File: config.mk
export PLATFORM = sky130hd
export DESIGN_NAME = wdog_timer
export DESIGN_NICKNAME = d
export VERILOG_FILES = /design/src/rtl/wdog_timer.sv
export SDC_FILE = /design/constraint.sdc
export NUM_CORES = 1
export LEC_CHECK = 0
export ABC_AREA = 1
export CAP_MARGIN = 20
export CORE_MARGIN = 2
export CORE_UTILIZATION = 40
export DETAILED_ROUTE_END_ITERATION = 12
export PLACE_DENSITY = 0.81
export SYNTH_ARGS = -nofsm -noshare
export SYNTH_HDL_FRONTEND = slang
export SYNTH_SLANG_ARGS = --single-unit
File: constraint.sdc
create_clock -name pclk -period 1.8 [get_ports pclk]
set_input_delay 0.36 -clock pclk [delete_from_list [all_inputs] [get_ports pclk]]
set_output_delay 0.36 -clock pclk [all_outputs]
set_load 0.05 [all_outputs]
File: src/rtl/wdog_timer.sv
// Watchdog counting core: prescaled windowed down-counter with early-warning
// interrupt, sticky reset flag and a fixed-length reset request pulse.
`timescale 1ns/1ps
module wdog_timer #(
  parameter int          WDOG_CNT   = 16,
  parameter int          PRESC_BASE = 4,
  parameter logic [7:0]  FEED_KEY   = 8'hAA,
  parameter int          RST_HOLD   = 8
) (
  input  logic                pclk,
  input  logic                preset,
  input  logic                cr_reg_wdga,
  input  logic [WDOG_CNT-1:0] cr_reg_time,
  input  logic                cr_reg_ie,
  input  logic [WDOG_CNT-1:0] cfg_reg_window,
  input  logic [1:0]          cfg_reg_presc,
  input  logic [7:0]          fd_reg_feed,
  input  logic                rstflag_clr,
  output logic [WDOG_CNT-1:0] sr_reg_timer,
  output logic                sr_reg_rstflag,
  output logic                wdog_irq,
  output logic                wdog_rst_req
);

  localparam int PW = $clog2(PRESC_BASE * 8);
  localparam int HW = (RST_HOLD > 1) ? $clog2(RST_HOLD) : 1;
  localparam logic [PW:0]         ONE_D     = 1;
  localparam logic [PW-1:0]       ONE_P     = 1;
  localparam logic [WDOG_CNT-1:0] ONE_C     = 1;
  localparam logic [HW-1:0]       ONE_H     = 1;
  localparam logic [HW-1:0]       HOLD_LAST = HW'(RST_HOLD - 1);

  typedef enum logic [1:0] {S_IDLE, S_RUN, S_EXPIRED} state_t;

  state_t              r_state, w_state_nxt;
  logic [WDOG_CNT-1:0] r_cnt, w_cnt_nxt;
  logic [PW-1:0]       r_presc, w_presc_nxt;
  logic [HW-1:0]       r_hold, w_hold_nxt;
  logic                r_ewi, w_ewi_nxt;
  logic                r_rstflag, r_wdga_d, r_feed_d, r_irq, r_rst_req;
  logic                w_feed_match, w_feed_evt, w_arm, w_tick, w_expire;
  logic [PW:0]         w_div;
  logic [PW-1:0]       w_presc_max;

  assign w_feed_match = (fd_reg_feed == FEED_KEY);
  assign w_feed_evt   = w_feed_match & ~r_feed_d;
  assign w_arm        = cr_reg_wdga & ~r_wdga_d;
  assign w_div        = (PW + 1)'(PRESC_BASE) << cfg_reg_presc;
  assign w_presc_max  = PW'(w_div - ONE_D);
  assign w_tick       = (r_presc == w_presc_max);

  always_comb begin
    w_state_nxt = r_state;
    w_cnt_nxt   = r_cnt;
    w_presc_nxt = r_presc;
    w_ewi_nxt   = r_ewi;
    w_hold_nxt  = r_hold;
    w_expire    = 1'b0;
    case (r_state)
      S_IDLE: begin
        if (w_arm) begin
          w_cnt_nxt   = cr_reg_time;
          w_presc_nxt = '0;
          w_ewi_nxt   = 1'b0;
          w_state_nxt = S_RUN;
        end
      end
      S_RUN: begin
        // Feed outranks the tick; an early feed and a zero expiry collapse into one reset.
        if (w_feed_evt && (r_cnt > cfg_reg_window)) begin
          w_expire = 1'b1;
        end else if (w_feed_evt) begin
          w_cnt_nxt   = cr_reg_time;
          w_presc_nxt = '0;
          w_ewi_nxt   = 1'b0;
        end else if (w_tick) begin
          w_presc_nxt = '0;
          if (r_cnt == '0) begin
            w_expire = 1'b1;
          end else begin
            w_cnt_nxt = r_cnt - ONE_C;
            if (w_cnt_nxt == ONE_C) w_ewi_nxt = 1'b1;
          end
        end else begin
          w_presc_nxt = r_presc + ONE_P;
        end
        if (w_expire) begin
          w_state_nxt = S_EXPIRED;
          w_cnt_nxt   = '0;
          w_presc_nxt = '0;
          w_ewi_nxt   = 1'b0;
          w_hold_nxt  = '0;
        end
      end
      S_EXPIRED: begin
        if (r_hold == HOLD_LAST) begin
          w_state_nxt = S_IDLE;
          w_hold_nxt  = '0;
        end else begin
          w_hold_nxt = r_hold + ONE_H;
        end
      end
      default: w_state_nxt = S_IDLE;
    endcase
  end

  always_ff @(posedge pclk) begin
    if (preset) begin
      r_state   <= S_IDLE;
      r_cnt     <= '0;
      r_presc   <= '0;
      r_hold    <= '0;
      r_ewi     <= 1'b0;
      r_rstflag <= 1'b0;
      r_wdga_d  <= 1'b0;
      r_feed_d  <= 1'b0;
      r_irq     <= 1'b0;
      r_rst_req <= 1'b0;
    end else begin
      r_state   <= w_state_nxt;
      r_cnt     <= w_cnt_nxt;
      r_presc   <= w_presc_nxt;
      r_hold    <= w_hold_nxt;
      r_ewi     <= w_ewi_nxt;
      r_wdga_d  <= cr_reg_wdga;
      r_feed_d  <= w_feed_match;
      r_irq     <= w_ewi_nxt & cr_reg_ie;
      r_rst_req <= (w_state_nxt == S_EXPIRED);
      // Setting the flag wins over a same-cycle clear.
      if (w_expire)         r_rstflag <= 1'b1;
      else if (rstflag_clr) r_rstflag <= 1'b0;
    end
  end

  assign sr_reg_timer   = r_cnt;
  assign sr_reg_rstflag = r_rstflag;
  assign wdog_irq       = r_irq;
  assign wdog_rst_req   = r_rst_req;

endmodule

==> results.yml, run 1 <==
worst_setup_path:
  path_max_fanout: 5
  critical_path_class: "flip-flop to flip-flop"
  worstPathArrival_ns: 2.09
  slowest_stage: "dfxtp_4"
  worstPathRequired_ns: 2.04
  cp_common_cell: "nand2_1"
  rr_worst_depth: 15
  start_kind: "flip-flop"
  crit_chain: "inv_2 -> ha_4 -> buf_4 -> xor2_1 -> nor2_1 -> nand3_1 -> nor2_1 -> nand2_1 -> nor2_2 -> nand2_1 -> nand2_1 -> nand2_1 -> nand2_1 -> nand2_2 -> nor2_2"
  endpoint_kind: "flip-flop"
  crit_path_max_incr_delay_ns: 0.39
global_route:
  grt-ovfl-total: 0
  grt_max_degree: 20
  antenna_found_initial: 0
  grt.total_usage_pct: 23.62
  grt_pass1_vias: 3348
  grt_pass1_wl_mm: 14.58
yosys:
  synthesis.nets: 535
  synth_cells: 467
  ys_ff_latch: 32
  synth-main-ff-cell: "dfxtp_1"
  ys_warn_count: 0
  synth_most_common_cell: "nand2_1"
  synth_edf_count: 0
  synthDistinctLibCells: 34
  yosysTopAreaCell: "dfxtp_1"
  synth_area_leaders: "dfxtp_1 (23%), nand2_1 (19%), ha_1 (9.3%)"
  synth_common_cells: "nand2_1 (146), inv_1 (64), nand3_1 (40), nor2_1 (40)"
  synth_top_area_share_pct: 22.71
  syn-cell-area_um2: 2821
  avgSynthCellArea_um2: 6.042
  synth_seq_area_share_pct: 22.71
  ys_async_sr_fraction_pct: 0
clock_tree:
  clk_transition_reported_paths_ns: 0.07
  h-tree-depth: 2
  cts_tree: "built"
  clock_sinks: 32
  clk_latency_ns: 0.29
  cts_buffer_depth: 2
  clock_tree.root_cell: "clkbuf_8"
  cts_made_buffers: 5
timing:
  setup_viol: 4
  holdWs_ns: 0.4872
  timing.slew.headroom_pct: 78.86
  finalCritPeriodShare_pct: 103.3
  rsz0062_at_grt: "true"
  period_minus_slack_ns: 1.859
  finalHoldViolCount: 0
  timing.final.ws_setup_ns: -0.05884
  fin_skew_ns: 0.005106
  tns_ns: -0.1076
  fmax_mhz: 538.0
  slew_violations: 0
  worst_slew_pin_slew_ns: 0.3163
final_layout:
  final_nets: 632
  drive_above_1_share_pct: 29.73
  finalInstanceArea_um2: 4247
  area_growth_pct: 50.51
  nFillCells: 590
  fin_util_pct: 62.50
  antenna_cells: 0
worst_hold_path:
  holdPathStages: 2
  hold_class: "flip-flop to flip-flop"
place:
  post-place-ws_ns: -0.5978
  portBuffers: 65
  placed_cell_area_um2: 3747
  place_congestion: 0.8824
  hpwlAfterDp_mm: 6.405
detailed_routing:
  drt-initial-drc-count: 277
  viasPerCell: 5.148
  wirelength_mm: 8.923
  wire_per_inst_um: 13.50
  drc: 0
  postRouteAntennaNets: 0
  num_vias: 3403
  drt-pass1-iter-count: 4
floorplan:
  io_pins: 66
  row_count: 30
  die_w_um: 87.99
  dieArea_um2: 7741
  start_util_pct: 41.53
  die_h_um: 87.99
  coreArea_um2: 6794
run_status:
  status: "finished with violations"
  violations: "negative setup slack"
power:
  irDropWorstVdd_mv: 0.3644
  power.density_nw_per_um2: 671.8
  leakage_nw: 2.056
flow_run:
  max_cap_viol_count: 0
-- repair_timing --
action	CTS	global route
resized for setup	63	35
cloned	1	1
setup buffers	1	4
hold buffers	0	0
setup endpoints to repair	26	28
pin swaps	34	27
-- cell type report --
class	instances	area, um^2	area share [%]
multi-input cells	350	2148	50.59
repair buffers	101	904.6	21.30
flip-flops and latches	32	680.7	16.03
inverters	74	287.8	6.777
well taps	96	120.1	2.829
clock buffers	6	93.84	2.210
clock inverters	2	11.26	0.2652
-- sequential cells by signal (all words and copies together) (netlist names) --
| name | cells |
|---|---|
| r_hold | 3 |
| sr_reg_timer | 16 |
| r_state | 2 |
| r_presc | 5 |
| wdog_irq | 1 |
| r_wdga_d | 1 |
| r_feed_d | 1 |
| sr_reg_rstflag | 1 |
| r_ewi | 1 |
| wdog_rst_req | 1 |
-- placed cells by master (no fill, tap or decap), types with 8 or more instances in the layout --
| cell | count |
|---|---|
| dfxtp_1 | 16 |
| buf_4 | 47 |
| dlygate4sd2_1 | 14 |
| nor2_4 | 13 |
| ha_4 | 12 |
| clkdlybuf4s50_1 | 28 |
| inv_1 | 52 |
| nand4_1 | 18 |
| nor2_1 | 34 |
| dfxtp_2 | 8 |
| a21oi_2 | 8 |
| a21oi_1 | 24 |
| dfxtp_4 | 8 |
| nand2_1 | 137 |
| nand3_1 | 35 |
| nand2_2 | 10 |
| inv_2 | 20 |
-- final timing paths --
check / start / end / slack, ns
setup / recovery: sr_reg_timer[1]$_SDFFE_PP0P_ / wdog_irq$_SDFF_PP0_ / -0.06
hold / removal: r_hold[2]$_SDFFE_PP0P_ / r_hold[2]$_SDFFE_PP0P_ / 0.49
setup reg to reg: sr_reg_timer[1]$_SDFFE_PP0P_ / wdog_irq$_SDFF_PP0_ / -0.06
hold reg to reg: r_hold[2]$_SDFFE_PP0P_ / r_hold[2]$_SDFFE_PP0P_ / 0.49
-- critical path, delay by kind of cell (launching register included) --
kind                     cells  cell delay [ns]
AND/OR/NAND/NOR             11             0.90
flip-flops                   1             0.39
buffers and inverters        2             0.19
adder cells (fa/ha/maj)      1             0.16
XOR/XNOR                     1             0.14
-- cell families after synthesis --
group | after synthesis | synth area share (%)
DFF | 32 | 22.70
and+or+nand+nor | 276 | 45.23
xor gates and xnor gates | 4 | 1.242
buffers and inverters | 86 | 12.59
AOI/OAI and AO/OA | 48 | 8.913
adders and majority gates | 21 | 9.313
-- per-layer routing --
metal | GRT usage [%] | up-vias | share of wire, %
met5 | 0 | - | 0
met4 | 7.972 | 0 | 2.5
met1 | 28.40 | 1560 | 41
li1 | - | 1687 | -
met3 | 4.618 | 24 | 7.3
met2 | 41.94 | 132 | 50
-- per-stage QoR --
step | total power, mW | instances
final | 2.853 | 661
after global routing | 3.045 | 661
after CTS | 2.774 | 656
after detailed placement | 2.030 | 646
after global placement | 2.005 | 646
after floorplan | 1.612 | 467
-- where the power goes --
group	switching (mW)	internal (mW)
sequential	0.0824	0.766
combinational	0.811	0.533
clock	0.305	0.355
(Power assumes the default switching activity.)
==> run 2: changes to the inputs <==
--- a/config.mk
+++ b/config.mk
@@ -11,6 +11,8 @@
 export CORE_UTILIZATION = 40
 export DETAILED_ROUTE_END_ITERATION = 12
 export PLACE_DENSITY = 0.81
+export REMOVE_ABC_BUFFERS = 1
 export SYNTH_ARGS = -nofsm -noshare
 export SYNTH_HDL_FRONTEND = slang
 export SYNTH_SLANG_ARGS = --single-unit
+export TNS_END_PERCENT = 50
==> run 2 against run 1 <==
The run still ends with negative setup slack left. Die area stayed put. Cell count rose by 2.0%. Fmax down 2.7%. Combinational power grew 9%. Via count is 3.3% higher. Clock power is 8.0% lower. Highest routed layer unchanged. Non-clock buffer count increased by 12. Cell area rose by 2.0%. Core utilization rose by 1.3 points. Global-route usage increased by 0.85 points.
==> results.yml, run 2 (synthesis results as in run 1) <==
run_status:
  status: "finished with violations"
  violations: "negative setup slack"
global_route:
  grt_pass1_wl_mm: 14.97
  grt_pass1_vias: 3378
  grt.total_usage_pct: 24.47
  antenna_found_initial: 0
  grt-ovfl-total: 0
  grt_max_degree: 32
final_layout:
  final_nets: 645
  final_common_cell: "nand2_1"
  finalInstanceArea_um2: 4333
  nFillCells: 568
  antenna_cells: 0
  fin_cells: 674
  area_growth_pct: 53.57
  fin_util_pct: 63.78
  drive_above_1_share_pct: 30.28
  largest_reg_flops: 16
  final_cell_mix: "nand2_1 (134), buf_4 (57), inv_1 (50)"
timing:
  timing.slew.headroom_pct: 80.07
  timing.final.ws_setup_ns: -0.1108
  finalCritPeriodShare_pct: 106.2
  fmax_mhz: 523.3
  holdWs_ns: 0.4930
  finalHoldViolCount: 0
  fin_skew_ns: 0.009195
  rsz0062_at_grt: "true"
  slew_violations: 0
  period_minus_slack_ns: 1.911
  setup_viol: 3
  tns_ns: -0.1664
  worst_slew_pin_slew_ns: 0.2982
floorplan:
  start_util_pct: 41.53
  die_h_um: 87.99
  die_w_um: 87.99
  coreArea_um2: 6794
  io_pins: 66
  row_count: 30
  dieArea_um2: 7741
clock_tree:
  clock_sinks: 32
  cts_buffer_depth: 2
  clk_latency_ns: 0.31
  clk_transition_reported_paths_ns: 0.08
  h-tree-depth: 2
  cts_made_buffers: 5
  clock_tree.root_cell: "clkbuf_8"
  cts_tree: "built"
worst_hold_path:
  holdPathStages: 2
  hold_class: "flip-flop to flip-flop"
detailed_routing:
  postRouteAntennaNets: 0
  drt-initial-drc-count: 212
  wire_per_inst_um: 13.98
  drc: 0
  drt-pass1-iter-count: 5
  num_vias: 3515
  wirelength_mm: 9.423
  viasPerCell: 5.215
worst_setup_path:
  rr_worst_depth: 11
  critical_path_class: "primary input to flip-flop"
  path_max_fanout: 8
  crit_chain: "clkdlybuf4s50_1 -> nand2_1 -> nor3_2 -> nand4_1 -> nor2_4 -> buf_6 -> buf_6 -> nand2_1 -> o21ai_0 -> nand4_1 -> nand3_1 -> nand2_1 -> inv_1"
  worstPathRequired_ns: 2.06
  start_kind: "primary input"
  cp_common_cell: "nand2_1"
  crit_path_max_incr_delay_ns: 0.46
  endpoint_kind: "flip-flop"
  worstPathArrival_ns: 2.17
  slowest_stage: "clkdlybuf4s50_1"
place:
  portBuffers: 65
  place_congestion: 0.9228
  hpwlAfterDp_mm: 6.430
  dp.cells: 659
  placed_cell_area_um2: 3832
  post-place-ws_ns: -0.6112
power:
  power.density_nw_per_um2: 668.9
  total_power_mw: 2.898
  leakage_nw: 2.078
  irDropWorstVdd_mv: 0.3711
flow_run:
  max_cap_viol_count: 0
-- run 2: power by group --
group	internal [mW]	switching, mW	total [mW]
clock network	0.274	0.333	0.607
registers	0.761	0.0668	0.828
logic	0.607	0.856	1.46
total	1.64	1.26	2.90
-- run 2: path summary, 6_finish.rpt --
check	startpoint	endpoint	slack, ns
setup / recovery	fd_reg_feed[3]	sr_reg_timer[5]$_SDFFE_PP0P_	-0.11
setup reg to reg	sr_reg_timer[1]$_SDFFE_PP0P_	sr_reg_timer[8]$_SDFFE_PP0P_	-0.03
hold reg to reg	sr_reg_rstflag$_SDFFE_PP0P_	sr_reg_rstflag$_SDFFE_PP0P_	0.49
hold / removal	sr_reg_rstflag$_SDFFE_PP0P_	sr_reg_rstflag$_SDFFE_PP0P_	0.49
-- run 2: cell type report --
| class | instances | area (um^2) | share of cell area [%] |
|---|---|---|---|
| clock buffers | 5 | 68.82 | 1.588 |
| clock inverters | 3 | 23.77 | 0.5487 |
| inverters | 74 | 287.8 | 6.642 |
| multi-input cells | 351 | 2170 | 50.07 |
| flip-flops and latches | 32 | 654.4 | 15.10 |
| well taps | 96 | 120.1 | 2.772 |
| repair buffers | 113 | 1008 | 23.27 |
-- run 2: worst max-delay path, delay by kind of cell --
family / cells / cell delay [ns]
buffers and inverters: 4 / 0.78
AOI/OAI and AO/OA: 1 / 0.10
and+or+nand+nor: 8 / 0.93
-- run 2: timing repair --
item / 4_1_cts / 5_1_grt
gates resized for setup: 79 / 31
gates cloned: 2 / 0
endpoints found under the hold margin: 0 / 0
buffers inserted: 3 / 2
pin swaps: 46 / 23
endpoints found under the setup margin: 26 / 26
hold buffers: 0 / 0
-- run 2: routing by layer --
layer	wire [um]	share of wire, %	global-route usage [%]	vias to the layer above
met1	3659	39	28.61	1595
met4	223	2.4	7.273	0
met3	836	8.9	4.618	27
li1	-	-	-	1707
met2	4703	50	45.04	186
met5	0	0	0	-
==> run 3: changes to the inputs <==
--- a/config.mk
+++ b/config.mk
@@ -9,6 +9,7 @@
 export CAP_MARGIN = 20
 export CORE_MARGIN = 2
 export CORE_UTILIZATION = 40
+export CTS_CLUSTER_SIZE = 30
 export DETAILED_ROUTE_END_ITERATION = 12
 export PLACE_DENSITY = 0.81
 export REMOVE_ABC_BUFFERS = 1
==> results of run 3 <==
Final layout, timing and power as in run 2 (identical DEF).
